[config.mk]
export PLATFORM = sky130hd
export DESIGN_NAME = sram_port_arbiter
export DESIGN_NICKNAME = d
export VERILOG_FILES = /design/src/rtl/sram_port_arbiter_pkg.sv /design/src/rtl/rsp_fifo2.sv /design/src/rtl/sram_port_arbiter.sv
export SDC_FILE = /design/constraint.sdc
export NUM_CORES = 1
export LEC_CHECK = 0
export BUFFER_PORTS_ARGS = -buffer_cell sky130_fd_sc_hd__buf_2
export CORE_ASPECT_RATIO = 1.5
export CORE_MARGIN = 1.5
export CORE_UTILIZATION = 52
export CTS_CLUSTER_SIZE = 10
export DETAILED_ROUTE_END_ITERATION = 8
export GPL_TIMING_DRIVEN = 1
export PLACE_DENSITY = 0.82
export SYNTH_ARGS = -nofsm -noshare
export SYNTH_HDL_FRONTEND = slang
export SYNTH_SLANG_ARGS = --single-unit
[constraint.sdc]
create_clock -name clock -period 5.79 [get_ports clock]
set_input_delay 1.737 -clock clock [delete_from_list [all_inputs] [get_ports clock]]
set_output_delay 1.737 -clock clock [all_outputs]
set_load 0.01 [all_outputs]
[src/rtl/sram_port_arbiter_pkg.sv]
// rtl/sram_port_arbiter_pkg.sv - shared types and default geometry for the SRAM port arbiter
package sram_port_arbiter_pkg;

    localparam int ADDR_W_DEF = 6;
    localparam int DEPTH_DEF  = 64;
    localparam int DATA_W_DEF = 50;

    typedef enum logic {
        ST_INIT = 1'b0,
        ST_RUN  = 1'b1
    } state_t;

    typedef logic req_id_t;

endpackage

[src/rtl/rsp_fifo2.sv]
// rtl/rsp_fifo2.sv - two-entry response FIFO with occupancy output
module rsp_fifo2 #(
    parameter int DATA_W = 50
) (
    input  logic              i_clk,
    input  logic              i_rst_n,
    input  logic              i_push,
    input  logic [DATA_W-1:0] i_push_data,
    input  logic              i_pop,
    output logic              o_valid,
    output logic [DATA_W-1:0] o_data,
    output logic [1:0]        o_count
);

    logic [DATA_W-1:0] r_mem [2];
    logic              r_wptr;
    logic              r_rptr;
    logic [1:0]        r_count;
    logic              w_push;
    logic              w_pop;

    assign w_pop  = i_pop & (r_count != 2'd0);
    assign w_push = i_push & ((r_count != 2'd2) | w_pop);

    always_ff @(posedge i_clk or negedge i_rst_n) begin
        if (!i_rst_n) begin
            r_mem[0] <= '0;
            r_mem[1] <= '0;
            r_wptr   <= 1'b0;
            r_rptr   <= 1'b0;
            r_count  <= 2'd0;
        end else begin
            if (w_push) begin
                r_mem[r_wptr] <= i_push_data;
                r_wptr        <= ~r_wptr;
            end
            if (w_pop) begin
                r_rptr <= ~r_rptr;
            end
            case ({w_push, w_pop})
                2'b10:   r_count <= r_count + 2'd1;
                2'b01:   r_count <= r_count - 2'd1;
                default: r_count <= r_count;
            endcase
        end
    end

    assign o_valid = (r_count != 2'd0);
    assign o_data  = o_valid ? r_mem[r_rptr] : '0;
    assign o_count = r_count;

endmodule

[src/rtl/sram_port_arbiter.sv]
// rtl/sram_port_arbiter.sv - round-robin sharing of one single-port SRAM between two requesters
module sram_port_arbiter
    import sram_port_arbiter_pkg::*;
#(
    parameter int ADDR_W     = ADDR_W_DEF,
    parameter int DEPTH      = DEPTH_DEF,
    parameter int DATA_W     = DATA_W_DEF,
    parameter bit INIT_CLEAR = 1'b1
) (
    input  logic              clock,
    input  logic              reset_n,
    input  logic              req0_valid,
    output logic              req0_ready,
    input  logic              req0_write,
    input  logic [ADDR_W-1:0] req0_addr,
    input  logic [DATA_W-1:0] req0_wdata,
    output logic              rsp0_valid,
    input  logic              rsp0_ready,
    output logic [DATA_W-1:0] rsp0_rdata,
    input  logic              req1_valid,
    output logic              req1_ready,
    input  logic              req1_write,
    input  logic [ADDR_W-1:0] req1_addr,
    input  logic [DATA_W-1:0] req1_wdata,
    output logic              rsp1_valid,
    input  logic              rsp1_ready,
    output logic [DATA_W-1:0] rsp1_rdata,
    output logic              ram_en,
    output logic              ram_wmode,
    output logic [ADDR_W-1:0] ram_addr,
    output logic [DATA_W-1:0] ram_wdata,
    input  logic [DATA_W-1:0] ram_rdata,
    output logic              init_done
);

    state_t            r_state;
    state_t            w_state_nxt;
    logic [ADDR_W-1:0] r_init_cnt;
    req_id_t           r_prio;
    logic              r_rd_vld;
    req_id_t           r_rd_id;

    logic [1:0]        w_cnt0;
    logic [1:0]        w_cnt1;
    logic              w_pop0;
    logic              w_pop1;
    logic [2:0]        w_occ0;
    logic [2:0]        w_occ1;
    logic [2:0]        w_credit0;
    logic [2:0]        w_credit1;
    logic              w_elig0;
    logic              w_elig1;
    logic              w_gnt0;
    logic              w_gnt1;

    assign w_pop0 = rsp0_valid & rsp0_ready;
    assign w_pop1 = rsp1_valid & rsp1_ready;

    // A pop this cycle frees its slot for a read granted this cycle, giving one read per cycle.
    assign w_occ0    = {1'b0, w_cnt0} + {2'b00, r_rd_vld & (r_rd_id == 1'b0)};
    assign w_occ1    = {1'b0, w_cnt1} + {2'b00, r_rd_vld & (r_rd_id == 1'b1)};
    assign w_credit0 = 3'd2 - w_occ0 + {2'b00, w_pop0};
    assign w_credit1 = 3'd2 - w_occ1 + {2'b00, w_pop1};

    assign w_elig0 = (r_state == ST_RUN) & req0_valid & (req0_write | (w_credit0 != 3'd0));
    assign w_elig1 = (r_state == ST_RUN) & req1_valid & (req1_write | (w_credit1 != 3'd0));

    always_comb begin
        w_gnt0 = 1'b0;
        w_gnt1 = 1'b0;
        if (w_elig0 && w_elig1) begin
            w_gnt0 = (r_prio == 1'b0);
            w_gnt1 = (r_prio == 1'b1);
        end else begin
            w_gnt0 = w_elig0;
            w_gnt1 = w_elig1;
        end
    end

    assign req0_ready = w_gnt0;
    assign req1_ready = w_gnt1;
    assign init_done  = (r_state == ST_RUN);

    // Clear outputs are qualified by reset_n so the RAM port stays idle while reset is held.
    always_comb begin
        w_state_nxt = r_state;
        ram_en      = 1'b0;
        ram_wmode   = 1'b0;
        ram_addr    = '0;
        ram_wdata   = '0;
        case (r_state)
            ST_INIT: begin
                if (INIT_CLEAR) begin
                    ram_en    = reset_n;
                    ram_wmode = reset_n;
                    ram_addr  = r_init_cnt;
                    if (r_init_cnt == ADDR_W'(DEPTH - 1)) begin
                        w_state_nxt = ST_RUN;
                    end
                end else begin
                    w_state_nxt = ST_RUN;
                end
            end
            ST_RUN: begin
                if (w_gnt0) begin
                    ram_en    = 1'b1;
                    ram_wmode = req0_write;
                    ram_addr  = req0_addr;
                    ram_wdata = req0_wdata;
                end else if (w_gnt1) begin
                    ram_en    = 1'b1;
                    ram_wmode = req1_write;
                    ram_addr  = req1_addr;
                    ram_wdata = req1_wdata;
                end
            end
            default: w_state_nxt = ST_INIT;
        endcase
    end

    always_ff @(posedge clock or negedge reset_n) begin
        if (!reset_n) begin
            r_state    <= ST_INIT;
            r_init_cnt <= '0;
            r_prio     <= 1'b0;
            r_rd_vld   <= 1'b0;
            r_rd_id    <= 1'b0;
        end else begin
            r_state <= w_state_nxt;
            if (r_state == ST_INIT) begin
                r_init_cnt <= r_init_cnt + 1'b1;
            end
            if (w_gnt0 || w_gnt1) begin
                r_prio <= w_gnt0;
            end
            r_rd_vld <= (w_gnt0 & ~req0_write) | (w_gnt1 & ~req1_write);
            r_rd_id  <= w_gnt1;
        end
    end

    rsp_fifo2 #(.DATA_W(DATA_W)) u_rsp_fifo0 (
        .i_clk       (clock),
        .i_rst_n     (reset_n),
        .i_push      (r_rd_vld & (r_rd_id == 1'b0)),
        .i_push_data (ram_rdata),
        .i_pop       (rsp0_ready),
        .o_valid     (rsp0_valid),
        .o_data      (rsp0_rdata),
        .o_count     (w_cnt0)
    );

    rsp_fifo2 #(.DATA_W(DATA_W)) u_rsp_fifo1 (
        .i_clk       (clock),
        .i_rst_n     (reset_n),
        .i_push      (r_rd_vld & (r_rd_id == 1'b1)),
        .i_push_data (ram_rdata),
        .i_pop       (rsp1_ready),
        .o_valid     (rsp1_valid),
        .o_data      (rsp1_rdata),
        .o_count     (w_cnt1)
    );

    a_credit0_bounds: assert property (@(posedge clock) disable iff (!reset_n)
        (w_occ0 <= 3'd2) && (w_credit0 <= 3'd2));
    a_credit1_bounds: assert property (@(posedge clock) disable iff (!reset_n)
        (w_occ1 <= 3'd2) && (w_credit1 <= 3'd2));

endmodule

Word level (Yosys, flattened, before mapping)
Index checks and enable logic that the tools add are counted.
W data, S select, Z words.
Word-level totals
  input port bits: 170
  register bits after elaboration: 218
  word-level logic and storage cells: 111
Operators by class
  add/sub/neg operators: 11
  reductions and logical operators: 10
  equality and inequality tests: 7
  bitwise logic cells: 30
  muxes and demuxes: 32
  $lt $le $gt $ge: 6
Operators with widths (count)
  $mux W50: 13
  $bwmux W100: 2
  $demux W50 S1: 2
  $and A1 B1 Y1: 12
  $mux W6: 2
  $pmux W6 S2: 1
  $not A1 Y1: 9
  $ge A2 B2 Y1 const B: 4
  $mux W1: 8
  $not A1 Y2: 4
  $pmux W2 S2: 2
  $reduce_bool A2 Y1: 4
  $add A2 B1 Y3: 2
  $add A3 B1 Y3: 2
  $add A6 B1 Y6 const B: 1
  $eq A6 B6 Y1 const B: 1
  $reduce_bool A3 Y1: 2
  $sub A2 B3 Y3 const A: 2
  $or A1 B1 Y1: 5
  $add A2 B1 Y2 const B: 2
  $eq A2 B1 Y1 const B: 2
  $eq A2 B2 Y1 const B: 2
  $lt A2 B1 Y1 const B: 2
  $ne A2 B2 Y1 const B: 2
  4 further kinds: 8

Depth between registers and ports, before layout
Gate-level depths: netlist (run 1).
  depth after elaboration: 13
  gate-level depth with buffers: 13
  gate-level depth less buffers: 10

Modules after synthesis
A second synthesis (run 1) with hierarchy kept.
Unflattened totals
  cells, all modules: 807
  area total of the unflattened synthesis: 10497.6 um^2
Modules (own cells, without submodules)
  rsp_fifo2: area an instance 4639.4 um^2, cells each 340, instances 2
  sram_port_arbiter: area an instance 1218.7 um^2, cells each 127, instances 1

Worst setup path before layout (run 1)
OpenSTA, ideal clock, no wires.
  path type: input port to output port
  start: in rsp0_ready
  end: out ram_wdata[31]
  cell stages on the path: 10
  arrival time: 3675 ps
  setup slack: 378 ps
  path buffers: 2
  cells stage by stage: and2_1 -> fa_1 -> inv_1 -> ha_1 -> or3b_1 -> o211ai_2 -> nor2_4 -> buf_6 -> buf_6 -> a22o_1
On the way
  cells in the longest elaborated chain, start to end: 10
  elaborated cells on any way between the ends: 11
  those cells by class: 1 x add/sub; 5 x mux; 3 x bitwise; 2 x reduce/logical
Ends and longest elaborated chain
  from (decl): RTL line sram_port_arbiter.sv:18  | input logic rsp0_ready,
  $and A1 B1 Y1 (*): RTL line sram_port_arbiter.sv:56  | assign w_pop0 = rsp0_valid & rsp0_ready;
  $add A3 B1 Y3 (*): RTL line sram_port_arbiter.sv:62  | assign w_credit0 = 3'd2 - w_occ0 + {2'b00, w_pop0};
  $reduce_bool A3 Y1 (*): RTL line sram_port_arbiter.sv:65  | assign w_elig0 = (r_state == ST_RUN) & req0_valid & (req0_write | (w_credit0 != 3'd0));
  $or A1 B1 Y1 (*): RTL line sram_port_arbiter.sv:65
  $and A1 B1 Y1 (*): RTL line sram_port_arbiter.sv:65
  $logic_and A1 B1 Y1: RTL line sram_port_arbiter.sv:71  | if (w_elig0 && w_elig1) begin
  $mux W1: RTL line sram_port_arbiter.sv:71
  $mux W50: RTL line sram_port_arbiter.sv:110  | end else if (w_gnt1) begin
  $mux W50 (*): RTL line sram_port_arbiter.sv:105  | if (w_gnt0) begin
  $mux W50 (*): RTL line sram_port_arbiter.sv:91  | case (r_state)
  to (decl): RTL line sram_port_arbiter.sv:31  | output logic [DATA_W-1:0] ram_wdata,
Mark *: on every way between the ends. The rest lies on a longest branch, timed or not.

Final worst setup path (run 1)
  start: in rsp0_ready
  end: out ram_wdata[9]
On the way
  cells in the longest elaborated chain, start to end: 10
  elaborated cells on any way between the ends: 11
  those cells by class: 1 x add/sub; 5 x mux; 3 x bitwise; 2 x reduce/logical
Ends and longest elaborated chain
  $and A1 B1 Y1 (*)
  net u_rsp_fifo0.w_pop: RTL line rsp_fifo2.sv:20  | logic w_pop;
  $add A3 B1 Y3 (*): RTL line sram_port_arbiter.sv:62
  $reduce_bool A3 Y1 (*): RTL line sram_port_arbiter.sv:65
  $or A1 B1 Y1 (*): RTL line sram_port_arbiter.sv:65
  $and A1 B1 Y1 (*): RTL line sram_port_arbiter.sv:65
  $logic_and A1 B1 Y1: RTL line sram_port_arbiter.sv:71
  $mux W1: RTL line sram_port_arbiter.sv:71
  $mux W50: RTL line sram_port_arbiter.sv:110
  $mux W50 (*): RTL line sram_port_arbiter.sv:105
  $mux W50 (*): RTL line sram_port_arbiter.sv:91
Mark *: on every way through the listed nets, which the timed path passes. The rest lies on a longest branch.

==> results by group, run 1 <==
Clock network
  • Worst-Skew Late Latency: 0.51 ns
  • Hold-fix buffers, CTS: 0
  • CTS tree: built
  • H-Tree Depth: 1
  • Worst-case clock buffer depth: 3
  • Clk slew on worst S/H paths: 0.05 ns
  • CTS Buf Count: 25
  • CTS Sinks: 218
  • CTS root buf: clkbuf_16

Floorplanning
  • Core Area: 19800 µm²
  • Die Width: between 100 and 150 µm
  • Initial Utilization: 53.0%
  • Row count: 63
  • Die ar.: 21000 µm²
  • IO Count: 333
  • Die extent in y: 177 µm

Synthesis
  • Synth Area in Adders: less than 1%
  • Synth cell types: 38
  • Synth Area in Compound Gates: 5.96%
  • Yosys reg bits: about 220
  • Top_reg_cell synth: dfrtp_1
  • Cells after Synth: 819
  • Post-synth EDFFs: 0
  • Ys async rst share: between 90% and 100%
  • Main combinational cell family by area after synthesis: multiplexers
  • Seq/Total Area, Yosys: 52.0%
  • Synthesized area: 10500 µm²
  • Synth warnings: 0
  • Syn avg cell area: 12.8 µm²
  • Synth Area in Simple Gates: 5.80%
  • Mapped Nets: 994
  • Synth Area in XOR/XNOR: less than 1%
  • Multiplexer area fraction after synthesis: 31.3%

Routing
  • DRC violations left: 0
  • Post-Route WL: 32100 µm
  • Iter 0 DRT Violations: approximately 390
  • Routed vias/inst: 5.65
  • DR pass1 iterations: 5
  • Antenna Violating Nets Remaining: 0
  • WL/cell: 22.7 µm
  • Via count: 7973

Global routing
  • Total congestion overflow: 0
  • GRT Util Overall: 30.0%
  • Initial antenna violation count: 10
  • Number of global-route vias before repair: 7982
  • Largest net degree at the start of global routing: between 150 and 200
  • Global-route wire length before repair: 46800 µm

Placed design
  • Count of input and output buffers: 332
  • DP HPWL: between 20000 and 25000 µm
  • RD Place Congestion: between 0.8 and 0.9
  • Inst Count DP: between 1000 and 1500

Power and ir drop
  • Final Power: 3.31 mW
  • Worst vdd ir: 0.226 mV
  • Net Sw Power: 819 µW
  • Sw Ratio: 24.7%
  • Clock power frac: about two fifths
  • Int Pwr: roughly 2.5 mW
  • Seq pwr share: 51.3%
  • Pwr/cell area: 252 nW/µm²
  • Logic pwr share: 8.6%
  • Lkg Pwr: about 7 nW

Critical path
  • WP data required: 4.05 ns
  • Worst path depth: 11
  • Reg-to-Reg Start: r_rd_id
  • CP Capture Type: primary output
  • Reg2reg setup slack: 3.02 ns
  • Crit-path cells: buf_2, and2_1, fa_2, inv_1, ha_1, or3b_4, o211ai_4, o21a_4, buf_12, a22o_1, buf_2
  • CP max stage cell: or3b_4
  • Crit Path Class: input pin to primary output
  • Cell mode on critical path: buf_2
  • Worst R2R Path Depth: 5
  • Critical Path AT: 3.97 ns
  • Worst Path Buf+Inv: 4
  • Crit path largest cell delay: 0.40 ns
  • Largest fanout on the critical path: 24
  • Startpoint type of the worst setup path: input pin
  • Crit path max-delay family: compound AO/OA/AOI/OAI gates
  • Reg2reg end: u_rsp_fifo0.r_mem[75]

Hold path
  • Hold path endpoint: u_rsp_fifo1.r_mem[74]
  • Min-delay src: u_rsp_fifo1.r_mem[74]
  • Hold path depth: 1
  • Hold WC Path Type: flop to flop

Flow run
  • Max cap viols: 0

STA
  • Slew HR: approximately 29%
  • Setup Skew: 0.00796 ns
  • Min Tclk post-route: 5.71 ns
  • Endpoints failing setup: 0
  • Slew @ Worst Pin: around 1.1 ns
  • Final hold vios: 0
  • RSZ-0062 raised after global routing: no
  • Slew Viols, Final: 0
  • Crit share post-route: 98.6%
  • Max frequency: between 0.15 and 0.2 GHz

Status
  • Status: completed

Final layout
  • Fill cell count: 1533
  • Fraction of layout cells with a size suffix above 1: 50.9%
  • Layout area overhead: 25.5%
  • Fin nets: 1318
  • Final Non-Filler Cells: 1412
==> Yosys cell counts, types with 2 or more instances <==
| cell type | n | area (µm²) |
|---|---|---|
| xor2_1 | 5 | 43.8 |
| fa_1 | 2 | 40.0 |
| nand3_1 | 6 | 30.0 |
| ha_1 | 3 | 37.5 |
| a22o_1 | 51 | 447 |
| nor2_1 | 107 | 402 |
| mux2_1 | 16 | 180 |
| o21ai_0 | 3 | 15.0 |
| and2_1 | 2 | 12.5 |
| dfrtp_1 | 218 | 5460 |
| inv_1 | 11 | 41.3 |
| clkbuf_1 | 15 | 56.3 |
| xnor2_1 | 5 | 43.8 |
| a221o_1 | 7 | 70.1 |
| nor2b_1 | 8 | 50.1 |
| mux2i_1 | 101 | 1010 |
| mux2_2 | 186 | 2090 |
| nand2b_1 | 3 | 18.8 |
| a21oi_1 | 4 | 20.0 |
| buf_2 | 37 | 185 |
| nand2_1 | 8 | 30.0 |
| buf_6 | 5 | 56.3 |
==> final cells by class <==
cell class                 count  area [µm²]  share of cell area [%]
clock buffer                  29         641                    4.87
tap                          260         325                    2.47
multi-input combinational    532        4740                    36.0
sequential                   218        5460                    41.5
clock inverter                 1        8.76                  0.0666
antenna                        6        15.0                   0.114
inverter                      11        41.3                   0.314
timing repair buffer         355        1920                    14.6
==> per-stage QoR <==
step                      utilization (%)  hold slack (ns)  area [µm²]  setup TNS (ns)  setup slack [ns]
after global placement               62.8            0.466       12400               0            0.0266
after detailed placement             62.8            0.474       12400        -0.00743          -0.00743
after global routing                 66.4            0.507       13100               0          0.000740
after floorplan                         -            0.456       10500               0             0.378
after CTS                            66.1            0.487       13100               0            0.0274
final                                66.5            0.486       13200               0            0.0798
==> worst max-delay path by stage <==
stage / start / endpoint
4_1_cts: rsp0_ready / ram_wdata[9]
6_report: rsp0_ready / ram_wdata[9]
2_1_floorplan: rsp0_ready / ram_wdata[31]
3_5_place_dp: rsp0_ready / ram_wdata[9]
3_3_place_gp: rsp1_ready / ram_addr[5]
5_1_grt: rsp0_ready / ram_wdata[9]
==> power groups by stage <==
| stage | Sequential, mW | Combinational, mW | Clock [mW] |
|---|---|---|---|
| after CTS | 1.70 | 0.285 | 1.35 |
| after floorplan | 1.58 | 0.251 | 0 |
| final | 1.70 | 0.283 | 1.33 |
| after global routing | 1.71 | 0.302 | 1.41 |
| after detailed placement | 1.73 | 0.283 | 0 |
| after global placement | 1.73 | 0.279 | 0 |
==> sequential cells by signal, summed over array words and instances (netlist names) <==
| signal | cells |
|---|---|
| u_rsp_fifo0.o_count | 2 |
| u_rsp_fifo0.r_mem | 100 |
| u_rsp_fifo1.o_count | 2 |
| u_rsp_fifo1.r_wptr | 1 |
| init_done | 1 |
| r_prio | 1 |
| u_rsp_fifo1.r_rptr | 1 |
| r_rd_id | 1 |
| r_init_cnt | 6 |
| r_rd_vld | 1 |
| u_rsp_fifo1.r_mem | 100 |
| u_rsp_fifo0.r_rptr | 1 |
| u_rsp_fifo0.r_wptr | 1 |
==> cells by family after synthesis <==
kind of cell,after synthesis
compound gates,73
xor+xnor,10
simple gates,141
fa+ha+maj,5
flops,218
buf+inv,69
mux,303
==> routing by layer <==
layer  share of wire (%)  global-route usage, %
met5                0.14                      0
met4                 4.7                   13.5
met3                 8.0                   8.99
met2                  49                   51.4
met1                  38                   34.6
==> layout by cell type (no fill, tap or decap), types with 2 or more instances in the layout <==
cell type	n
buf_2	331
dfrtp_1	216
mux2_2	186
nor2_1	104
mux2i_1	101
a22o_1	51
clkbuf_16	26
buf_4	17
mux2_1	16
inv_1	11
nand2_1	7
nor2b_1	7
a221o_1	7
diode_2	6
nand3_1	6
xor2_1	5
xnor2_1	5
buf_12	5
a21oi_1	4
nor2_4	4
clkbuf_1	4
o21ai_0	3
nand2b_1	3
ha_1	3
dfrtp_4	2
==> what timing repair did <==
| item | CTS | global route |
|---|---|---|
| setup endpoints to repair | 1 | 51 |
| pin swaps | 1 | 4 |
| setup buffers | 1 | 1 |
| hold endpoints to repair | 0 | 0 |
| cloned | 0 | 1 |
| gates resized for setup | 0 | 5 |
(Power assumes the default switching activity.)
==> run 2, diff against run 1 <==
--- a/config.mk
+++ b/config.mk
@@ -12,7 +12,7 @@
 export CTS_CLUSTER_SIZE = 10
 export DETAILED_ROUTE_END_ITERATION = 8
 export GPL_TIMING_DRIVEN = 1
-export PLACE_DENSITY = 0.82
+export PLACE_DENSITY = 0.85
 export SYNTH_ARGS = -nofsm -noshare
 export SYNTH_HDL_FRONTEND = slang
 export SYNTH_SLANG_ARGS = --single-unit
==> run 2 against run 1 <==
Compared with the run above: total power down 0.20%; fmax down 0.76%; setup slack lost 0.044 ns; hold slack improved by 0.0026 ns; first-iteration DRC count fell by 25%; largest cell class unchanged; clock skew rose by 0.010 ns; clock-buffer cell count down 1; flip-flop and latch count stayed put; critical path depth grew 1; sequential power barely moved.
==> results by group, run 2 (synthesis results as in run 1) <==
Clock network
  • CTS root buf: clkbuf_16 (unchanged)
  • CTS Buf Count: 25 (unchanged)
  • Worst-case clock buffer depth: 3 (unchanged)
  • CTS tree: built (unchanged)
  • Worst-Skew Late Latency: 0.51 ns (about the same)
  • CTS Sinks: 218 (unchanged)
  • Clk slew on worst S/H paths: 0.05 ns (about the same)
  • Hold-fix buffers, CTS: 0 (unchanged)
  • H-Tree Depth: 1 (unchanged)

STA
  • Final hold vios: 0 (unchanged)
  • Hold_ws: 0.488 ns (was 0.486 ns)
  • Setup Skew: 0.0184 ns (was 0.00796 ns)
  • Slew @ Worst Pin: 1.05 ns (was 1.06 ns)
  • Endpoints failing setup: 0 (unchanged)
  • Crit share post-route: 99.4% (was 98.6%)
  • Slew Viols, Final: 0 (unchanged)
  • Max frequency: 0.174 GHz (was 0.175 GHz)
  • Slew HR: 30.2% (was 29.4%)
  • Min Tclk post-route: 5.75 ns (was 5.71 ns)

Routing
  • Antenna Violating Nets Remaining: 0 (unchanged)
  • DRC violations left: 0 (unchanged)
  • WL/cell: 23.0 µm (was 22.7 µm)
  • Routed vias/inst: 5.65 (about the same)
  • Post-Route WL: 32600 µm (was 32100 µm)
  • Iter 0 DRT Violations: 287 (was 385)
  • DR pass1 iterations: 4 (was 5)
  • Via count: 8001 (was 7973)

Critical path
  • CP Capture Type: primary output (unchanged)
  • Largest fanout on the critical path: 10 (was 24)
  • Startpoint type of the worst setup path: input pin (unchanged)
  • WP data required: 4.05 ns (about the same)
  • Critical Path AT: 4.02 ns (was 3.97 ns)
  • Crit Path Class: input pin to primary output (unchanged)

Floorplanning
  • Core Area: 19800 µm² (unchanged)
  • Row count: 63 (unchanged)
  • Die extent in y: 177 µm (unchanged)
  • IO Count: 333 (unchanged)
  • Die ar.: 21000 µm² (unchanged)
  • Initial Utilization: 53.0% (unchanged)
  • Die Width: 119 µm (unchanged)

Final layout
  • Layout area overhead: 26.3% (was 25.5%)
  • Core Util, Final: 66.9% (was 66.5%)
  • Fraction of layout cells with a size suffix above 1: 51.2% (was 50.9%)
  • Fin nets: 1322 (was 1318)
  • Register area: 5460 µm² (unchanged)
  • Top flop regs: u_rsp_fifo0.r_mem x100, u_rsp_fifo1.r_mem x100, r_init_cnt x6 (unchanged)
  • Area of the multi-input gates: 4760 µm² (was 4740 µm²)
  • Final Non-Filler Cells: 1417 (was 1412)
  • Commonest non-fill, non-tap cell in the layout: buf_2 (unchanged)
  • Fill cell count: 1479 (was 1533)
  • Most frequent cells in the layout: buf_2, dfrtp_1, mux2_2 (unchanged)

Hold path
  • Hold WC Path Type: flop to flop (unchanged)

Placed design
  • Count of input and output buffers: 332 (unchanged)
  • RD Place Congestion: 0.850 (was 0.893)
  • Inst Count DP: 1370 (was 1373)
  • DP HPWL: 23000 µm (was 22700 µm)

Global routing
  • Initial antenna violation count: 18 (was 10)
  • Total congestion overflow: 0 (unchanged)
  • Number of global-route vias before repair: 8146 (was 7982)
  • Largest net degree at the start of global routing: 83 (was 165)
  • Global-route wire length before repair: 46300 µm (was 46800 µm)
  • GRT Util Overall: 29.5% (was 30.0%)

Flow run
  • Max cap viols: 0 (unchanged)

Status
  • Status: completed (unchanged)

Power and ir drop
  • Worst vdd ir: 0.237 mV (was 0.226 mV)
  • Lkg Pwr: 7.06 nW (was 7.04 nW)
  • Final Power: 3.31 mW (about the same)
  • Pwr/cell area: 250 nW/µm² (was 252 nW/µm²)
==> run 2: changes by cell type in the layout (fill, tap and decap cells not counted) <==
cell,previous run,this run
fa_2,1,2
buf_6,0,2
buf_4,17,15
clkbuf_16,26,28
nor2_2,0,1
diode_2,6,9
clkbuf_1,4,2
fa_1,1,0
nor2_4,4,5
clkbuf_8,1,2
inv_6,1,0
==> run 2: stage by stage <==
stage	worst slack [ns]	area (µm²)	TNS, ns
2_1_floorplan	0.378	10500	0
6_report	0.0363	13200	0
5_1_grt	-0.0419	13200	-0.275
4_1_cts	0.00461	13100	0
3_5_place_dp	-0.0387	12400	-0.782
3_3_place_gp	0.00325	12400	0
==> run 2: what timing repair did <==
item | 4_1_cts | 5_1_grt
pin swaps | 1 | 3
buffers inserted | 1 | 3
setup endpoints to repair | 41 | 57
cloned | 1 | 5
gates resized for setup | 1 | 7
==> run 2: critical path, stage by stage <==
cell and delay (ns):
buf_2 0.11, and2_4 0.15, fa_2 0.37, inv_1 0.06, ha_1 0.11, or3b_4 0.41, o211ai_4 0.30, nor2_4 0.08
buf_12 0.15, clkbuf_16 0.16, a22o_1 0.24, buf_2 0.14
==> run 2: layer usage <==
metal,track usage [%],share of wire (%)
met5,0,0.21
met4,9.84,4.3
met3,7.60,7.6
met2,52.3,50
met1,34.9,38
==> run 2: final timing paths <==
path | slack, ns | cells after the start | endpoint | start
max | 0.04 | 12 | ram_wdata[47] | rsp0_ready
min | 0.49 | 1 | u_rsp_fifo1.r_mem[71] | u_rsp_fifo1.r_mem[71]
max reg2reg | 2.74 | 11 | r_rd_vld | r_rd_id
min reg2reg | 0.49 | 1 | u_rsp_fifo1.r_mem[71] | u_rsp_fifo1.r_mem[71]
max in group asynchronous | 3.01 | 2 | u_rsp_fifo1.r_rptr | reset_n
min in group asynchronous | 1.22 | 1 | u_rsp_fifo0.r_mem[15] | reset_n
==> run 2: final cells by class <==
cell class,count,share of cell area [%]
Tap cell,260,2.46
Clock buffer,28,4.89
Inverter,11,0.312
Timing Repair Buffer,357,15.0
Sequential cell,218,41.3
Antenna cell,9,0.170
Multi-Input combinational cell,534,35.9
==> run 2: power by group <==
group	internal (mW)	leakage, nW	total [mW]	switching (mW)
Sequential	1.55	2.90	1.70	0.152
Combinational	0.177	3.85	0.278	0.100
Clock	0.772	0.318	1.33	0.556
==> run 3, diff against run 2 <==
--- a/config.mk
+++ b/config.mk
@@ -6,6 +6,7 @@
 export NUM_CORES = 1
 export LEC_CHECK = 0
 export BUFFER_PORTS_ARGS = -buffer_cell sky130_fd_sc_hd__buf_2
+export CAP_MARGIN = 30
 export CORE_ASPECT_RATIO = 1.5
 export CORE_MARGIN = 1.5
 export CORE_UTILIZATION = 52
@@ -13,6 +14,7 @@
 export DETAILED_ROUTE_END_ITERATION = 8
 export GPL_TIMING_DRIVEN = 1
 export PLACE_DENSITY = 0.85
+export RECOVER_POWER = 50
 export SYNTH_ARGS = -nofsm -noshare
 export SYNTH_HDL_FRONTEND = slang
 export SYNTH_SLANG_ARGS = --single-unit
==> run 3 against run 2 <==
Compared with the run above: the flow now finishes with violations (max-capacitance violations, max-slew violations); utilization rose by 0.34 points; global-route usage is 0.11 points lower; fmax increased by 0.36%; hold slack improved by 0.0052 ns; first-iteration DRC count grew 15%; routed wire length grew 0.55%; sequential power down 5%; setup slack improved by 0.021 ns; largest power group unchanged.
==> results by group, run 3 (synthesis results as in run 1) <==
Floorplanning
  • Die Width: 119 µm (unchanged)
  • Row count: 63 (unchanged)
  • Die extent in y: 177 µm (unchanged)
  • Die ar.: 21000 µm² (unchanged)
  • Core Area: 19800 µm² (unchanged)
  • Initial Utilization: 53.0% (unchanged)
  • IO Count: 333 (unchanged)

Flow run
  • Max cap viols: 5 (was 0)

Critical path
  • Reg2reg setup slack: 2.00 ns (was 2.74 ns)
  • Largest fanout on the critical path: 10 (unchanged)
  • Crit Path Class: input pin to primary output (unchanged)
  • Crit path capture: ram_wdata[5] (was ram_wdata[47])
  • Worst R2R Path Depth: 5 (was 11)
  • Reg-to-Reg Start: r_rd_id (unchanged)
  • Reg2reg end: u_rsp_fifo0.r_mem[71] (was r_rd_vld)
  • CP Capture Type: primary output (unchanged)
  • Worst setup path start: rsp0_ready (unchanged)
  • WP data required: 4.05 ns (about the same)
  • Critical Path AT: 4.00 ns (was 4.02 ns)
  • Startpoint type of the worst setup path: input pin (unchanged)

Clock network
  • CTS tree: built (unchanged)
  • CTS Buf Count: 25 (unchanged)
  • Worst-Skew Late Latency: 0.51 ns (about the same)
  • CTS root buf: clkbuf_16 (unchanged)
  • Clk slew on worst S/H paths: 0.05 ns (about the same)
  • H-Tree Depth: 1 (unchanged)
  • CTS Sinks: 218 (unchanged)
  • Worst-case clock buffer depth: 3 (unchanged)
  • Hold-fix buffers, CTS: 0 (unchanged)

STA
  • Setup Skew: 0.0166 ns (was 0.0184 ns)
  • Slew Viols, Final: 214 (was 0)
  • Hold_ws: 0.493 ns (was 0.488 ns)
  • Final hold vios: 0 (unchanged)
  • Slew @ Worst Pin: 1.88 ns (was 1.05 ns)
  • Crit share post-route: 99.0% (was 99.4%)
  • Endpoints failing setup: 0 (unchanged)
  • Max frequency: 0.174 GHz (about the same)
  • Slew HR: -25.5% (was 30.2%)
  • Min Tclk post-route: 5.73 ns (was 5.75 ns)

Global routing
  • GRT Util Overall: 29.4% (was 29.5%)
  • Initial antenna violation count: 20 (was 18)
  • Number of global-route vias before repair: 8111 (was 8146)
  • Largest net degree at the start of global routing: 79 (was 83)
  • Global-route wire length before repair: 46300 µm (about the same)
  • Total congestion overflow: 0 (unchanged)

Final layout
  • Fraction of layout cells with a size suffix above 1: 51.0% (was 51.2%)
  • Layout area overhead: 26.9% (was 26.3%)
  • Commonest non-fill, non-tap cell in the layout: buf_2 (unchanged)
  • Top flop regs: u_rsp_fifo0.r_mem x100, u_rsp_fifo1.r_mem x100, r_init_cnt x6 (unchanged)
  • Core Util, Final: 67.2% (was 66.9%)
  • Fin nets: 1328 (was 1322)
  • Register area: 5460 µm² (unchanged)
  • Finished Cell Area: 13300 µm² (was 13200 µm²)
  • Area of the multi-input gates: 4750 µm² (was 4760 µm²)
  • Most frequent cells in the layout: buf_2, dfrtp_1, mux2_2 (unchanged)
  • Fill cell count: 1462 (was 1479)

Hold path
  • Min-delay src: u_rsp_fifo0.r_mem[53] (was u_rsp_fifo1.r_mem[71])
  • Hold WC Path Type: flop to flop (unchanged)

Placed design
  • RD Place Congestion: 0.850 (unchanged)
  • DP HPWL: 23000 µm (about the same)
  • Area after DPL: 12400 µm² (about the same)
  • Count of input and output buffers: 332 (unchanged)

Power and ir drop
  • Final Power: 3.33 mW (was 3.31 mW)
  • Worst vdd ir: 0.250 mV (was 0.237 mV)
  • Pwr/cell area: 251 nW/µm² (was 250 nW/µm²)
  • Lkg Pwr: 7.09 nW (was 7.06 nW)

Routing
  • Antenna Violating Nets Remaining: 0 (unchanged)
  • WL/cell: 23.0 µm (about the same)
  • Via count: 8081 (was 8001)
  • Iter 0 DRT Violations: 330 (was 287)
  • DRC violations left: 0 (unchanged)
  • Routed vias/inst: 5.67 (was 5.65)
  • DR pass1 iterations: 4 (unchanged)
  • Post-Route WL: 32800 µm (was 32600 µm)

Status
  • Violated checks: max-capacitance violations, max-slew violations
  • Status: finished with violations (was completed)
-- run 3: cell types whose count changed in the layout (fill, tap and decap cells not counted), sizes merged --
cell    change
buf         -4
inv         +1
diode       +2
clkbuf     +10
-- run 3: power by group --
group | switching, mW | internal (mW)
Clock | 0.563 | 0.776
Combinational | 0.200 | 0.187
Sequential | 0.0566 | 1.55
-- run 3: routing by layer --
layer  GRT usage (%)  wire length [µm]  up-vias
met5               0                72        -
met3            8.15              2920       71
li1                -                 -     3580
met2            51.7             16600      367
met4            9.39              1150       10
met1            34.9             12000     4053
-- run 3: worst max-delay path, stage by stage --
cell and delay, ns:
buf_2 0.10, and2_4 0.14, fa_2 0.38, inv_2 0.06
ha_1 0.11, or3b_4 0.41, o211ai_4 0.29, nor2_4 0.08
buf_12 0.15, buf_6 0.14, a22o_1 0.24, buf_2 0.14
-- run 3: how the worst min path moves through the flow --
stage / endpoint / slack [ns] / cells past startpoint
2_1_floorplan: r_init_cnt[5] / 0.46 / 1
5_1_grt: u_rsp_fifo0.r_mem[53] / 0.51 / 1
3_5_place_dp: u_rsp_fifo0.r_mem[53] / 0.48 / 1
4_1_cts: u_rsp_fifo0.r_mem[53] / 0.49 / 1
6_report: u_rsp_fifo0.r_mem[53] / 0.49 / 1
3_3_place_gp: u_rsp_fifo0.r_mem[88] / 0.47 / 1
-- run 3: timing repair --
action / 4_1_cts / 5_1_grt
endpoints found under the hold margin: 0 / 0
gates cloned: 1 / 7
gates resized for setup: 1 / 9
buffers inserted: 1 / 4
pin swaps: 1 / 5
endpoints found under the setup margin: 28 / 57
-- run 3: cell type report --
class	instances	share of cell area, %
antenna	11	0.207
clock buffer	28	4.86
clock inverter	1	0.0658
inverter	11	0.310
multi-input combinational	534	35.7
sequential	218	41.1
tap	260	2.45
timing repair buffer	363	15.3
-- run 3: through the flow --
step                setup TNS (ns)  std cells  worst slack [ns]
detailed placement          -0.248       1371           -0.0257
global route               -0.0351       1419           -0.0193
global placement                 0       1370           0.00325
CTS                              0       1402           0.00540
finish                           0       1426            0.0571
floorplan                        0        819             0.378
